File: config.mk
export PLATFORM = sky130hd
export DESIGN_NAME = uart_tx_piso_buffered
export DESIGN_NICKNAME = d
export VERILOG_FILES = /design/src/rtl/uart_tx_pkg.sv /design/src/rtl/uart_parity_gen.sv /design/src/rtl/uart_tx_piso_buffered.sv
export SDC_FILE = /design/constraint.sdc
export NUM_CORES = 1
export LEC_CHECK = 0
export CORE_ASPECT_RATIO = 0.5
export CORE_MARGIN = 2
export CORE_UTILIZATION = 40
export CTS_BUF_LIST = sky130_fd_sc_hd__clkbuf_8
export CTS_CLUSTER_DIAMETER = 200
export DETAILED_ROUTE_END_ITERATION = 7
export SLEW_MARGIN = 30
export SYNTH_ARGS = -nofsm -noshare
export SYNTH_HDL_FRONTEND = slang
export SYNTH_HIERARCHICAL = 1
export SYNTH_SLANG_ARGS = --single-unit
File: constraint.sdc
create_clock -name CLK -period 1.9 [get_ports CLK]
set_clock_uncertainty 0.1 [all_clocks]
set_input_delay 0.285 -clock CLK [delete_from_list [all_inputs] [get_ports CLK]]
set_output_delay 0.285 -clock CLK [all_outputs]
set_load 0.005 [all_outputs]
File: src/rtl/uart_tx_pkg.sv
// Shared constants and helpers for the UART TX datapath blocks.
package uart_tx_pkg;

    localparam logic PAR_EVEN  = 1'b0;
    localparam logic PAR_ODD   = 1'b1;
    localparam logic ORDER_LSB = 1'b0;
    localparam logic ORDER_MSB = 1'b1;

    function automatic int clog2(input int value);
        int result;
        int v;
        result = 0;
        v = value - 1;
        while (v > 0) begin
            result = result + 1;
            v = v >> 1;
        end
        return result;
    endfunction

endpackage

File: src/rtl/uart_parity_gen.sv
// Combinational parity of a data word, even or odd as selected.
module uart_parity_gen
    import uart_tx_pkg::*;
#(
    parameter int DATA_WIDTH = 8
) (
    input  logic [DATA_WIDTH-1:0] data,
    input  logic                  par_odd,
    output logic                  parity
);

    assign parity = (par_odd == PAR_EVEN) ? (^data) : (~^data);

endmodule

File: src/rtl/uart_tx_piso_buffered.sv
// Double-buffered PISO for the UART TX path: one-word holding register
// feeding a shifter that emits one bit per ser_en strobe.
//
// state         | hold_valid ser_busy | meaning
// EMPTY         | 0 0                 | nothing held, shifter idle, ready
// HELD          | 1 0                 | word waiting, moves to shifter next edge
// SHIFTING      | 0 1                 | word being serialised, ready for next
// SHIFTING_HELD | 1 1                 | shifting with next word queued, not ready
module uart_tx_piso_buffered
    import uart_tx_pkg::*;
#(
    parameter int  DATA_WIDTH = 8,
    localparam int CNT_W      = clog2(DATA_WIDTH + 1)
) (
    input  logic                  CLK,
    input  logic                  RST,
    input  logic [DATA_WIDTH-1:0] P_DATA,
    input  logic                  Data_Valid,
    output logic                  Data_Ready,
    input  logic                  msb_first,
    input  logic                  par_odd,
    input  logic                  ser_en,
    output logic                  ser_data,
    output logic                  par_bit,
    output logic                  ser_busy,
    output logic                  ser_done
);

    localparam logic [CNT_W-1:0] CNT_LAST = CNT_W'(DATA_WIDTH);

    logic                  hold_valid;
    logic [DATA_WIDTH-1:0] hold_data;
    logic                  hold_msb;
    logic                  hold_par;
    logic                  hold_parity;
    logic [DATA_WIDTH-1:0] shift_reg;
    logic                  shift_msb;
    logic [CNT_W-1:0]      bit_cnt;

    logic accept;
    logic transfer;
    logic complete;
    logic shift;

    assign Data_Ready = !hold_valid;
    assign accept     = Data_Valid && Data_Ready;
    assign transfer   = hold_valid && !ser_busy;
    assign complete   = ser_busy && (bit_cnt == CNT_LAST);
    assign shift      = ser_busy && ser_en && (bit_cnt < CNT_LAST);

    uart_parity_gen #(
        .DATA_WIDTH(DATA_WIDTH)
    ) u_parity (
        .data   (hold_data),
        .par_odd(hold_par),
        .parity (hold_parity)
    );

    always_ff @(posedge CLK or negedge RST) begin
        if (!RST) begin
            hold_valid <= 1'b0;
            hold_data  <= '0;
            hold_msb   <= 1'b0;
            hold_par   <= 1'b0;
        end else if (accept) begin
            hold_valid <= 1'b1;
            hold_data  <= P_DATA;
            hold_msb   <= msb_first;
            hold_par   <= par_odd;
        end else if (transfer) begin
            hold_valid <= 1'b0;
        end
    end

    // Completion is checked before shifting so a strobe on the done cycle is dropped.
    always_ff @(posedge CLK or negedge RST) begin
        if (!RST) begin
            shift_reg <= '0;
            shift_msb <= 1'b0;
            bit_cnt   <= '0;
            ser_busy  <= 1'b0;
            ser_done  <= 1'b0;
            ser_data  <= 1'b0;
            par_bit   <= 1'b0;
        end else begin
            ser_done <= 1'b0;
            if (transfer) begin
                shift_reg <= hold_data;
                shift_msb <= hold_msb;
                par_bit   <= hold_parity;
                bit_cnt   <= '0;
                ser_busy  <= 1'b1;
            end else if (complete) begin
                ser_done <= 1'b1;
                ser_busy <= 1'b0;
                bit_cnt  <= '0;
            end else if (shift) begin
                ser_data  <= (shift_msb == ORDER_MSB) ? shift_reg[DATA_WIDTH-1] : shift_reg[0];
                shift_reg <= (shift_msb == ORDER_LSB) ? {1'b0, shift_reg[DATA_WIDTH-1:1]}
                                                      : {shift_reg[DATA_WIDTH-2:0], 1'b0};
                bit_cnt   <= bit_cnt + CNT_W'(1);
            end
        end
    end

endmodule

Word level (Yosys, flattened, before mapping) --
Cells that the tools add are included.
Storage, ports and cells: flip-flop bits (word level) 28, bits in latches 0, RAM bits 0, ROM bits 0, bits of input ports 14, output and inout bits 5, logic and storage cells 47, memories 0
Cells by class: add/sub/neg operators 1, multiply operators 0, div/mod/pow operators 0, magnitude comparators 1, equality and inequality tests 2, shifts and indexed selects 0, multiplexer cells 15, bitwise operators 2, reduce and logical (&&, ||, !) cells 15
Operator list (number):
- $mux W8 | 4
- $mux W4 | 3
- $mux W1 | 8
- $reduce_xnor A8 Y1 | 1
- $reduce_xor A8 Y1 | 1
- $reduce_bool A2 Y1 | 3
- $logic_and A1 B1 Y1 | 5
- $add A4 B1 Y4 const B | 1
- $eq A4 B4 Y1 const B | 1
- $lt A4 B4 Y1 const B | 1
- $reduce_and A3 Y1 | 1
- $reduce_bool A3 Y1 | 1
- $logic_not A1 Y1 | 2
- $ne A2 B2 Y1 const B | 1
- $not A1 Y1 | 2
- $reduce_and A2 Y1 | 1

Depth between registers and ports, before layout --
depth in word-level cells 5, gate-level depth with buffers 6, gate-level depth less buffers 6

Modules after synthesis --
Netlist, hierarchy kept.
Modules (own cells, without submodules):
- uart_tx_piso_buffered | times used 1, cells each 111, area an instance 1281.2 µm², seq. area each 700.7 µm²
- uart_parity_gen | times used 1, cells each 7, area an instance 82.6 µm², seq. area each 0.0 µm²

Worst setup path before layout --
OpenSTA, ideal clock, no wires.
path type register to register, start reg hold_data[4], end reg par_bit, setup time 0.117 ns, arrival time 1.141 ns, required time 1.683 ns, slack 0.542 ns, cell stages (with the launch flop) 6, path buffers 0, clock period less this slack 1.358 ns, path through dfrtp_1 xnor2_1 xnor3_1 xnor2_1 nand2_1 nand2_1
Between the ends: word-level cells in the longest chain between the ends 2, elaborated cells between the ends (all ways) 3, those cells by class 1 x mux; 2 x reduce/logical
Ends and longest elaborated chain:
- start, declared | line uart_tx_piso_buffered.sv:32 | logic [DATA_WIDTH-1:0] hold_data;
- start signal, assigned | line uart_tx_piso_buffered.sv:62 | hold_data <= '0;
- start signal, assigned | line uart_tx_piso_buffered.sv:67 | hold_data <= P_DATA;
- $reduce_xor A8 Y1 / $reduce_xnor A8 Y1 (equally long branches) | line uart_parity_gen.sv:12 | assign parity = (par_odd == PAR_EVEN) ? (^data) : (~^data);
- $mux W1 * | line uart_parity_gen.sv:12
- via hold_parity | line uart_tx_piso_buffered.sv:35 | logic hold_parity;
- end signal, assigned | line uart_tx_piso_buffered.sv:90 | par_bit <= hold_parity;
- end, declared | line uart_tx_piso_buffered.sv:24 | output logic par_bit,
The timed path passes the listed nets; every way through them passes the cells marked *. A chain may end at the register's enable or synchronous reset.

Worst setup path after layout --
start reg ser_busy, end out ser_busy
RTL lines:
- start, declared | line uart_tx_piso_buffered.sv:25 | output logic ser_busy,
- start signal, assigned | line uart_tx_piso_buffered.sv:81 | ser_busy <= 1'b0;
- start signal, assigned | line uart_tx_piso_buffered.sv:92 | ser_busy <= 1'b1;
- start signal, assigned | line uart_tx_piso_buffered.sv:95 | ser_busy <= 1'b0;
No word-level cell between the ends.

==> summary.txt <==
STA
  – Slew of the pin with the lowest slew margin: 727.9 ps
  – Worst rel slew slack: 0.5137
  – TNS Setup: 0 ps
  – Fin. max-slew vios: 0
  – Fin crit share: 0.9587
  – Hold_ws: 272.2 ps
  – Final Critical Period: 1821 ps
  – F_max: 549.0 MHz
  – RSZ-0062 raised after global routing: false
  – Final hold violations: 0
  – Final setup viols: 0

Setup path
  – Slowest stage delay, CP: 580 ps
  – Critical-path cell list: clkdlybuf4s50_1
  – Crit-path slowest cell: dfrtp_1
  – CP Max Fanout: 10
  – Worst EP arrival: 1440 ps
  – Crit path buf inv count: 1
  – Crit Path Class: reg2out
  – Req. time, crit path: 1510 ps
  – CP top delay family: flip-flops
  – Worst setup EP type: output port
  – Nature of the critical path startpoint: flip-flop

Power and ir drop
  – Comb power frac: 0.413
  – Reg power frac: 0.441
  – VDD IR max: 0.0009064 V
  – Power share of the clock group: 0.146
  – Net Sw Frac: 0.3489
  – PwrDens: 1569 nW/µm²
  – LEAKAGE: 0.0007155 µW
  – P_sw: 890.6 µW
  – P_int: 1662 µW

Clock network
  – H-tree depth: 1
  – CTS tree: built
  – Post-CTS sizing: 0
  – Clock latency on the worst-skew pair: 280 ps
  – Bufs on Longest Clock Path: 2
  – Clock-pin slew on the worst setup and hold paths: 90 ps
  – Num CTS Buffers: 3
  – Cts hold-fix bufs: 0
  – Root Buffer: clkbuf_8
  – Post-CTS Setup Repair Bufs: 0
  – Sink Count: 28

Layout
  – Layout area overhead: 19.27%
  – Final instance area: 1627 µm²
  – Layout cells sized above 1: 0.08088
  – Ant. Diodes: 0
  – Final #Nets: 153

Synth
  – Synth warnings: 6
  – Leading area contributor after synthesis: dfrtp_1
  – Most frequent cell after synthesis: dfrtp_1
  – Mapped Area: 1364 µm²
  – Synth async-reset ratio: 1.000
  – Synthesized instance count: 118
  – Post-synth cell types: 30
  – Synth top area share: 0.5138
  – Top post-synthesis cells by area: dfrtp_1 51%, mux2_1 7.4%, mux2i_1 5.1%, nand2_1 4.4%, nand3_1 4.0%
  – Top_reg_cell synth: dfrtp_1
  – Number of flops mapped to enable cells by yosys: 0
  – Avg Synthesized Cell Area: 11.56 µm²
  – Most instantiated cells after synthesis: 28 x dfrtp_1, 16 x nand2_1, 11 x nand3_1, 9 x mux2_1, 7 x mux2i_1
  – Seq/Total Area, Yosys: 0.5138
  – Post-Synthesis Net Count: 134
  – Seq cells post-synth: 28

Worst hold path
  – Worst Hold Class: in2async

Place
  – Placed inst area: 1572 µm²
  – Placer congestion estimate: 0.7074
  – Port Buffers: 18

Route
  – DR vias: 899
  – M1 WL: 1342 µm
  – Drt pass-1 iters: 4
  – Metal2 WL: 991 µm
  – Routed Antenna Nets: 0
  – Mean number of vias per cell: 5.108
  – Highest routed layer: met4
  – # DRC: 0
  – Drt total wl: 2473 µm
  – Met3 WL: 125 µm
  – WL/cell: 14.05 µm
  – DRT iter0 DRCs: 79

Job
  – Max-cap viol count: 0

GRT
  – Vias in the first global route: 858
  – Initial antenna violation count: 0
  – GRT overflow: 0
  – First-pass GRT wire length: 4146 µm
  – Largest net degree at the start of global routing: 29
  – Aggregate global-route resource usage: 0.1431

Floorplanning
  – Starting Density: 0.4374
  – Chip Height: 45.29 µm
  – Std-Cell Rows: 14
  – I/O pins: 19
  – Die width: 86.58 µm
  – Core Area: 3118 µm²
  – Die area: 3921 µm²

Outcome
  – Status: completed
## per-stage QoR
stage	instances	setup WS, ps	util	total power (µW)
after CTS	176	70.36	0.5217	2571
after global routing	176	6.517	0.5217	2745
after floorplan	118	542.1	-	1909
after global placement	172	277.7	0.5040	2151
final	176	78.53	0.5217	2553
after detailed placement	172	273.4	0.5040	2184
## layout make-up
| cell class | instances | area [µm²] |
|---|---|---|
| Multi-Input combinational cell | 80 | 610.6 |
| Inverter | 4 | 15.01 |
| Fill cell | 296 | 1491 |
| Clock buffer | 4 | 55.05 |
| Timing Repair Buffer | 20 | 195.2 |
| Tap cell | 40 | 50.05 |
| Sequential cell | 28 | 700.7 |
## logic make-up after synthesis
kind of cell | synth area share
buffers and inverters | 0.03852
AOI/OAI and AO/OA | 0.06606
xor gates and xnor gates | 0.06697
DFF | 0.5138
adders and majority gates | 0.01835
muxes | 0.1339
and+or+nand+nor | 0.1624
## power by group through the flow
| stage | clock [µW] | sequential [µW] | combinational, µW |
|---|---|---|---|
| 2_1_floorplan | 0 | 1020 | 889 |
| 5_1_grt | 412 | 1170 | 1160 |
| 4_1_cts | 385 | 1130 | 1060 |
| 3_3_place_gp | 0 | 1130 | 1030 |
| 6_report | 373 | 1120 | 1060 |
| 3_5_place_dp | 0 | 1140 | 1050 |
## worst paths after layout
kind | from | to | slack, ps | cells after the start
worst min-delay path | RST | hold_data[6]$_DFFE_PN0P_ | 270 | 2
worst max-delay path | ser_busy$_DFFE_PN0P_ | ser_busy | 80 | 1
worst min register to register | par_bit$_DFFE_PN0P_ | par_bit$_DFFE_PN0P_ | 380 | 2
max in group asynchronous | RST | par_bit$_DFFE_PN0P_ | 1160 | 2
worst max register to register | ser_busy$_DFFE_PN0P_ | shift_reg[1]$_DFFE_PN0P_ | 250 | 3
min in group CLK | par_bit$_DFFE_PN0P_ | par_bit$_DFFE_PN0P_ | 380 | 2
## placed cells by master (no fill, tap or decap), drive strengths merged
cell / instances
dfrtp: 28
clkdlybuf4s50: 18
nand2: 16
nand3: 11
mux2: 10
mux2i: 7
o211ai: 6
xnor2: 5
inv: 4
nor2: 4
clkbuf: 4
o21ai: 3
nor2b: 2
xor2: 2
ha: 2
buf: 2
nand4b: 2
nand3b: 2
nand2b: 1
and3b: 1
and3: 1
a31oi: 1
o41ai: 1
nand4: 1
a21o: 1
xnor3: 1
## per-layer routing
metal	vias to the layer above	global-route usage
met5	-	0
met4	0	0.03750
met3	3	0.04388
met2	26	0.2077
met1	423	0.2090
li1	447	-
Note: power is estimated with default switching activity, not from simulation.
